==> src/rtl/lcm_sent_ctrl.sv <==
// Transmit scheduler: turns the latched send configuration into a paced stream of
// packet requests (start delay, inter-packet gap, count or time limit) over req/ack.
module lcm_sent_ctrl #(
  parameter int CNT_W = 64
) (
  input  logic             clk,
  input  logic             rst_n,
  input  logic             sent_start,
  input  logic             sent_model,
  input  logic [CNT_W-1:0] sent_start_time,
  input  logic [CNT_W-1:0] sent_rate,
  input  logic [CNT_W-1:0] sent_time,
  input  logic [CNT_W-1:0] sent_num,
  input  logic             pkt_ack,
  output logic             pkt_req,
  output logic             sent_busy,
  output logic             sent_done,
  output logic [CNT_W-1:0] sent_cnt
);

  localparam logic [CNT_W-1:0] ONE   = {{(CNT_W-1){1'b0}}, 1'b1};
  localparam logic [CNT_W:0]   ONE_X = {{CNT_W{1'b0}}, 1'b1};

  typedef enum logic [2:0] {
    IDLE = 3'd0,
    WAIT = 3'd1,
    SEND = 3'd2,
    GAP  = 3'd3,
    DONE = 3'd4
  } state_t;

  state_t           state;
  state_t           state_next;
  logic             start_d;
  logic             model_q;
  logic [CNT_W-1:0] start_time_q;
  logic [CNT_W-1:0] rate_q;
  logic [CNT_W-1:0] time_q;
  logic [CNT_W-1:0] num_q;
  logic [CNT_W-1:0] delay_cnt;
  logic [CNT_W-1:0] gap_cnt;
  logic [CNT_W-1:0] run_cnt;

  logic             zero_limit;
  logic             count_hit;
  logic             time_up;

  // run_cnt+1 is formed one bit wider so a saturated run_cnt still compares as expired
  assign zero_limit = model_q ? (time_q == '0) : (num_q == '0);
  assign count_hit  = !model_q && ((sent_cnt + ONE) == num_q);
  assign time_up    = model_q && (({1'b0, run_cnt} + ONE_X) >= {1'b0, time_q});

  always_comb begin
    state_next = state;
    unique case (state)
      IDLE: begin
        if (sent_start && !start_d)
          state_next = WAIT;
      end
      WAIT: begin
        if (!sent_start)
          state_next = IDLE;
        else if (zero_limit)
          state_next = DONE;
        else if (delay_cnt == start_time_q)
          state_next = SEND;
      end
      SEND: begin
        // an outstanding request is only released by its ack, even on abort
        if (pkt_ack) begin
          if (!sent_start)
            state_next = IDLE;
          else if (count_hit || time_up)
            state_next = DONE;
          else if (rate_q == '0)
            state_next = SEND;
          else
            state_next = GAP;
        end
      end
      GAP: begin
        if (!sent_start)
          state_next = IDLE;
        else if (time_up)
          state_next = DONE;
        else if (gap_cnt == ONE)
          state_next = SEND;
      end
      DONE: begin
        if (!sent_start)
          state_next = IDLE;
      end
      default: state_next = IDLE;
    endcase
  end

  always_ff @(posedge clk or negedge rst_n) begin
    if (!rst_n) begin
      state        <= IDLE;
      start_d      <= 1'b1;   // a level already high at reset release is not a start
      model_q      <= 1'b0;
      start_time_q <= '0;
      rate_q       <= '0;
      time_q       <= '0;
      num_q        <= '0;
      delay_cnt    <= '0;
      gap_cnt      <= '0;
      run_cnt      <= '0;
      sent_cnt     <= '0;
      pkt_req      <= 1'b0;
      sent_busy    <= 1'b0;
      sent_done    <= 1'b0;
    end else begin
      state     <= state_next;
      start_d   <= sent_start;
      pkt_req   <= (state_next == SEND);
      sent_busy <= (state_next == WAIT) || (state_next == SEND) || (state_next == GAP);
      sent_done <= (state_next == DONE);

      unique case (state)
        IDLE: begin
          if (state_next == WAIT) begin
            model_q      <= sent_model;
            start_time_q <= sent_start_time;
            rate_q       <= sent_rate;
            time_q       <= sent_time;
            num_q        <= sent_num;
            sent_cnt     <= '0;
            delay_cnt    <= '0;
            run_cnt      <= '0;
          end
        end
        WAIT: begin
          if (state_next == WAIT)
            delay_cnt <= delay_cnt + ONE;
        end
        SEND: begin
          if (pkt_ack)
            sent_cnt <= sent_cnt + ONE;
          if (state_next == GAP)
            gap_cnt <= rate_q;
        end
        GAP: begin
          gap_cnt <= gap_cnt - ONE;
        end
        default: ;
      endcase

      if (((state == SEND) || (state == GAP)) && (run_cnt != '1))
        run_cnt <= run_cnt + ONE;
    end
  end

endmodule

==> config.mk <==
export PLATFORM = sky130hd
export DESIGN_NAME = lcm_sent_ctrl
export DESIGN_NICKNAME = d
export VERILOG_FILES = /design/src/rtl/lcm_sent_ctrl.sv
export SDC_FILE = /design/constraint.sdc
export NUM_CORES = 1
export LEC_CHECK = 0
export CAP_MARGIN = 5
export CELL_PAD_IN_SITES_DETAIL_PLACEMENT = 1
export CELL_PAD_IN_SITES_GLOBAL_PLACEMENT = 1
export CORE_UTILIZATION = 46
export DETAILED_ROUTE_END_ITERATION = 7
export MAX_ROUTING_LAYER = met4
export PLACE_DENSITY_LB_ADDON = 0.15
export SKIP_CTS_REPAIR_TIMING = 1
export SLEW_MARGIN = 20
export SYNTH_ARGS = -nofsm -noshare
export SYNTH_HDL_FRONTEND = slang
export SYNTH_SLANG_ARGS = --single-unit
==> constraint.sdc <==
create_clock -name clk -period 14 [get_ports clk]
set_clock_uncertainty 0.05 [all_clocks]
set_input_delay 3.5 -clock clk [delete_from_list [all_inputs] [get_ports clk]]
set_output_delay 3.5 -clock clk [all_outputs]
set_load 0.02 [all_outputs]
==> tab_implementation.tex <==
\begin{tabular}{lr}
\hline
Metric & Value \\
\hline
\multicolumn{2}{l}{\textbf{Outcome}} \\
Run status & finished, final reports clean \\
\multicolumn{2}{l}{\textbf{Pwr}} \\
Proportion of total power due to net switching & 38.4\% \\
Worst voltage drop across the vdd grid & about 110 µV \\
Total Power Consumption & 0.00580 W \\
Combinational fraction of design power & between 20\% and 30\% \\
Share of total power in sequential cells & between 40\% and 50\% \\
Design internal power & $\sim$0.0036 W \\
Relative contribution of the clock network to total power & roughly 28\% \\
Switching power summed over all nets & approximately 0.0022 W \\
Pwr Density & 169 nW/µm² \\
Leakage Power & $\sim$16 nW \\
\multicolumn{2}{l}{\textbf{Worst setup path}} \\
Critical path data arrival time & slightly above 8000 ps \\
Slowest library cell on the worst path & nor4\_1 \\
Largest delay share family, worst path & simple AND/OR/NAND/NOR gates \\
Sequence of cells on the critical path & nand4\_1 -> nor4\_1 -> nand3\_1 -> nor2\_1 -> nand2\_1 -> nor3\_1 -> and3\_1 -> nand3\_1 -> xnor2\_1 -> ha\_1 -> a21o\_1 -> a21oi\_1 -> o21ai\_0 -> o31ai\_1 -> nand4\_1 -> or3\_1 -> a21oi\_4 -> buf\_4 -> buf\_4 -> nor2\_2 -> a221o\_1 \\
Buffers \& Inverters on Critical Path & 2 \\
Flop-to-flop setup slack & about 6200 ps \\
Longest individual stage delay on the worst path & 680 ps \\
R2R depth & 21 \\
WP depth & 21 \\
Critical path data required time & approximately 14000 ps \\
Kind of critical path & flip-flop to flip-flop \\
Startpoint class of the critical path & flip-flop \\
Endpoint type of the worst setup path & flip-flop \\
Maximum net fanout on the critical path & 66 \\
\multicolumn{2}{l}{\textbf{Clock tree}} \\
Clock-pin slew on the worst setup and hold paths & 60 ps \\
TritonCTS clock tree & built \\
Clock latency of the later-clocked register in the worst-skew pair & around 640 ps \\
Number of levels in the clock H-tree & 2 \\
Clock Tree Root & clkbuf\_16 \\
Clock tree buffer depth & 3 \\
Cts bufs inserted & 58 \\
Total number of clock tree sinks & 520 \\
\multicolumn{2}{l}{\textbf{Logic synthesis}} \\
Post-synthesis sequential area ratio & between 40\% and 50\% \\
Ys Warns & 0 \\
Count of flip-flops with a built-in enable after synthesis & 0 \\
Nets in the synthesized netlist & approximately 3600 \\
Number of unique standard cell types used by synthesis & between 70 and 80 \\
Mean instance size in the synthesized netlist & between 8 and 9 µm² \\
Post-synthesis sequential element count & 520 \\
Async set-reset flop share out of synthesis & 100\% \\
Post-Syn Instances & roughly 3300 \\
Most used DFF post-synth & dfrtp\_1 \\
Synthesized cell area & $\sim$28000 µm² \\
\multicolumn{2}{l}{\textbf{Placement}} \\
DP Worst Slack & between 6000 and 7000 ps \\
Post-detail-place hpwl & roughly 72000 µm \\
PortBufs & 327 \\
Routability cong. & between 0.9 and 1 \\
\multicolumn{2}{l}{\textbf{STA}} \\
Setup repair after global routing missed its margin & false \\
Final setup violation count & 0 \\
Slew Limit Headroom & between 20\% and 30\% \\
Number of max-slew violations in the final report & 0 \\
Final critical-path setup slack & around 6200 ps \\
Final Cycle Share & a little under three fifths \\
Post-route setup TNS & 0 ps \\
Final worst path period need & between 7000 and 8000 ps \\
Hold Violations, Final & 0 \\
Upper clock frequency limit & 129 MHz \\
Worst Tran Pin Value & around 1100 ps \\
\multicolumn{2}{l}{\textbf{Drt}} \\
Number of remaining DRC errors & 0 \\
Total Wirelength & between 90000 and 100000 µm \\
Routed via count & 25700 \\
Routed via count divided by cell count & about 5.9 \\
Number of antenna-violating nets in the routed design & 0 \\
Number of detailed-route iterations in the first pass & 6 \\
Routed wire length per instance & between 20 and 25 µm \\
Initial drt markers & 1558 \\
\multicolumn{2}{l}{\textbf{Floorplanning}} \\
Core Rows & 90 \\
Initial cell density of the core & 46.8\% \\
Die area & $\sim$63000 µm² \\
Number of placed I/O pins & between 300 and 400 \\
Die X & 250 µm \\
Standard cell core area & about 61000 µm² \\
Die height & between 200 and 300 µm \\
\multicolumn{2}{l}{\textbf{GRT}} \\
Global-route wire length before repair & between 150000 and 200000 µm \\
Via count of the first global-routing pass & $\sim$27000 \\
Number of antenna violations at the first check in global routing & 3 \\
Leftover overflow at the end of global routing & 0 \\
Total routing usage reported by global routing & about 32\% \\
Largest net degree at the start of global routing & roughly 110 \\
\multicolumn{2}{l}{\textbf{Finish}} \\
Final net count & between 3000 and 4000 \\
Fill cells & slightly above 7000 \\
Layout overhead on the synthesized area & 20.7\% \\
Fraction of final layout cells sized beyond drive strength 1 & around 4.2\% \\
Commonest non-fill, non-tap cell in the layout & nand2\_1 \\
Commonest cells after routing, fill and taps aside & 848 x nand2\_1, 519 x dfrtp\_1, 326 x clkdlybuf4s50\_1 \\
\multicolumn{2}{l}{\textbf{Min path}} \\
Path category of the worst min-delay check & flip-flop to flip-flop \\
Number of stages on the worst hold path & 1 \\
\multicolumn{2}{l}{\textbf{Job}} \\
Number of violations of the max-capacitance limit & 0 \\
\hline
\end{tabular}
[through the flow]
stage / cells / cell area, µm² / hold WS (ps) / utilization, %
after global placement: 4285 / 32200 / 417 / 53.1
after floorplan: 3314 / 28400 / 394 / -
final: 4397 / 34300 / 445 / 56.4
after CTS: 4393 / 34200 / 442 / 56.4
after detailed placement: 4285 / 32200 / 430 / 53.1
after global routing: 4397 / 34300 / 468 / 56.4
[cells in the mapped netlist (all sizes together) (66+ instances only)]
master  number  area share [%]
xor2       193             6.0
nor3        72             1.3
inv        106             1.4
xnor2      135             4.2
dfrtp      519              46
ha          69             3.0
nor4       111             2.5
and3        69             1.5
nand2      850              11
a21oi       66             1.2
nand3      115             2.0
clkbuf     141             1.9
o21ai      186             3.3
nor2       228             3.0
nand4       94             2.1
[cells by family after synthesis]
group / Yosys count / share of synthesized area [%]
AOI/OAI and AO/OA: 421 / 9.23
xor gates and xnor gates: 328 / 10.1
adders and majority gates: 69 / 3.04
buffers and inverters: 264 / 3.62
DFF: 520 / 45.8
muxes: 12 / 0.436
and+or+nand+nor: 1700 / 27.7
[power groups by stage]
stage	clock (W)	combinational [W]	sequential (W)
6_report	0.00162	0.00167	0.00250
3_3_place_gp	0	0.00156	0.00247
5_1_grt	0.00170	0.00187	0.00255
3_5_place_dp	0	0.00165	0.00250
2_1_floorplan	0	0.00113	0.00230
4_1_cts	0.00165	0.00168	0.00249
[final cells by class]
type	instances	area [µm²]	area share (%)
Clock inverter	29	369	1.08
Multi-Input combinational cell	2530	14400	42.0
Antenna cell	3	7.51	0.0219
Timing Repair Buffer	348	3450	10.1
Tap cell	782	978	2.86
Inverter	106	398	1.16
Clock buffer	79	1660	4.85
Sequential cell	520	13000	38.0
[registers in the layout, summed over array words and instances, names as in the netlist]
register / count
delay_cnt: 64
gap_cnt: 64
model_q: 1
num_q: 64
pkt_req: 1
rate_q: 64
run_cnt: 64
sent_busy: 1
sent_cnt: 64
sent_done: 1
start_d: 1
start_time_q: 64
state: 3
time_q: 64
[per-layer routing]
layer  share of wire [%]  track usage [%]  vias up
met1                  44             42.7    13100
met4                 2.6             9.29        0
met5                   0                -        -
li1                    -                -    11900
met3                 4.7             4.04      149
met2                  48             52.4      645
[final timing paths]
check | start | to
min in group asynchronous | rst_n | rate_q[33]$_DFFE_PN0P_
hold reg to reg | gap_cnt[63]$_DFFE_PN0P_ | gap_cnt[63]$_DFFE_PN0P_
max in group asynchronous | rst_n | run_cnt[32]$_DFFE_PN0P_
hold / removal | gap_cnt[63]$_DFFE_PN0P_ | gap_cnt[63]$_DFFE_PN0P_
setup / recovery | run_cnt[17]$_DFFE_PN0P_ | gap_cnt[27]$_DFFE_PN0P_
setup reg to reg | run_cnt[17]$_DFFE_PN0P_ | gap_cnt[27]$_DFFE_PN0P_
[worst reg2reg max path, cell delays in order, from the launching register on]
cell	delay [ps]
dfrtp_1	460
nand4_1	210
nor4_1	680
nand3_1	460
nor2_1	390
nand2_1	210
nor3_1	630
and3_1	360
nand3_1	170
xnor2_1	170
ha_1	300
a21o_1	160
a21oi_1	140
o21ai_0	90
o31ai_1	500
nand4_1	350
or3_1	500
a21oi_4	130
buf_4	460
buf_4	650
nor2_2	240
a221o_1	350
No activity file was read; power rests on OpenSTA's default activity.
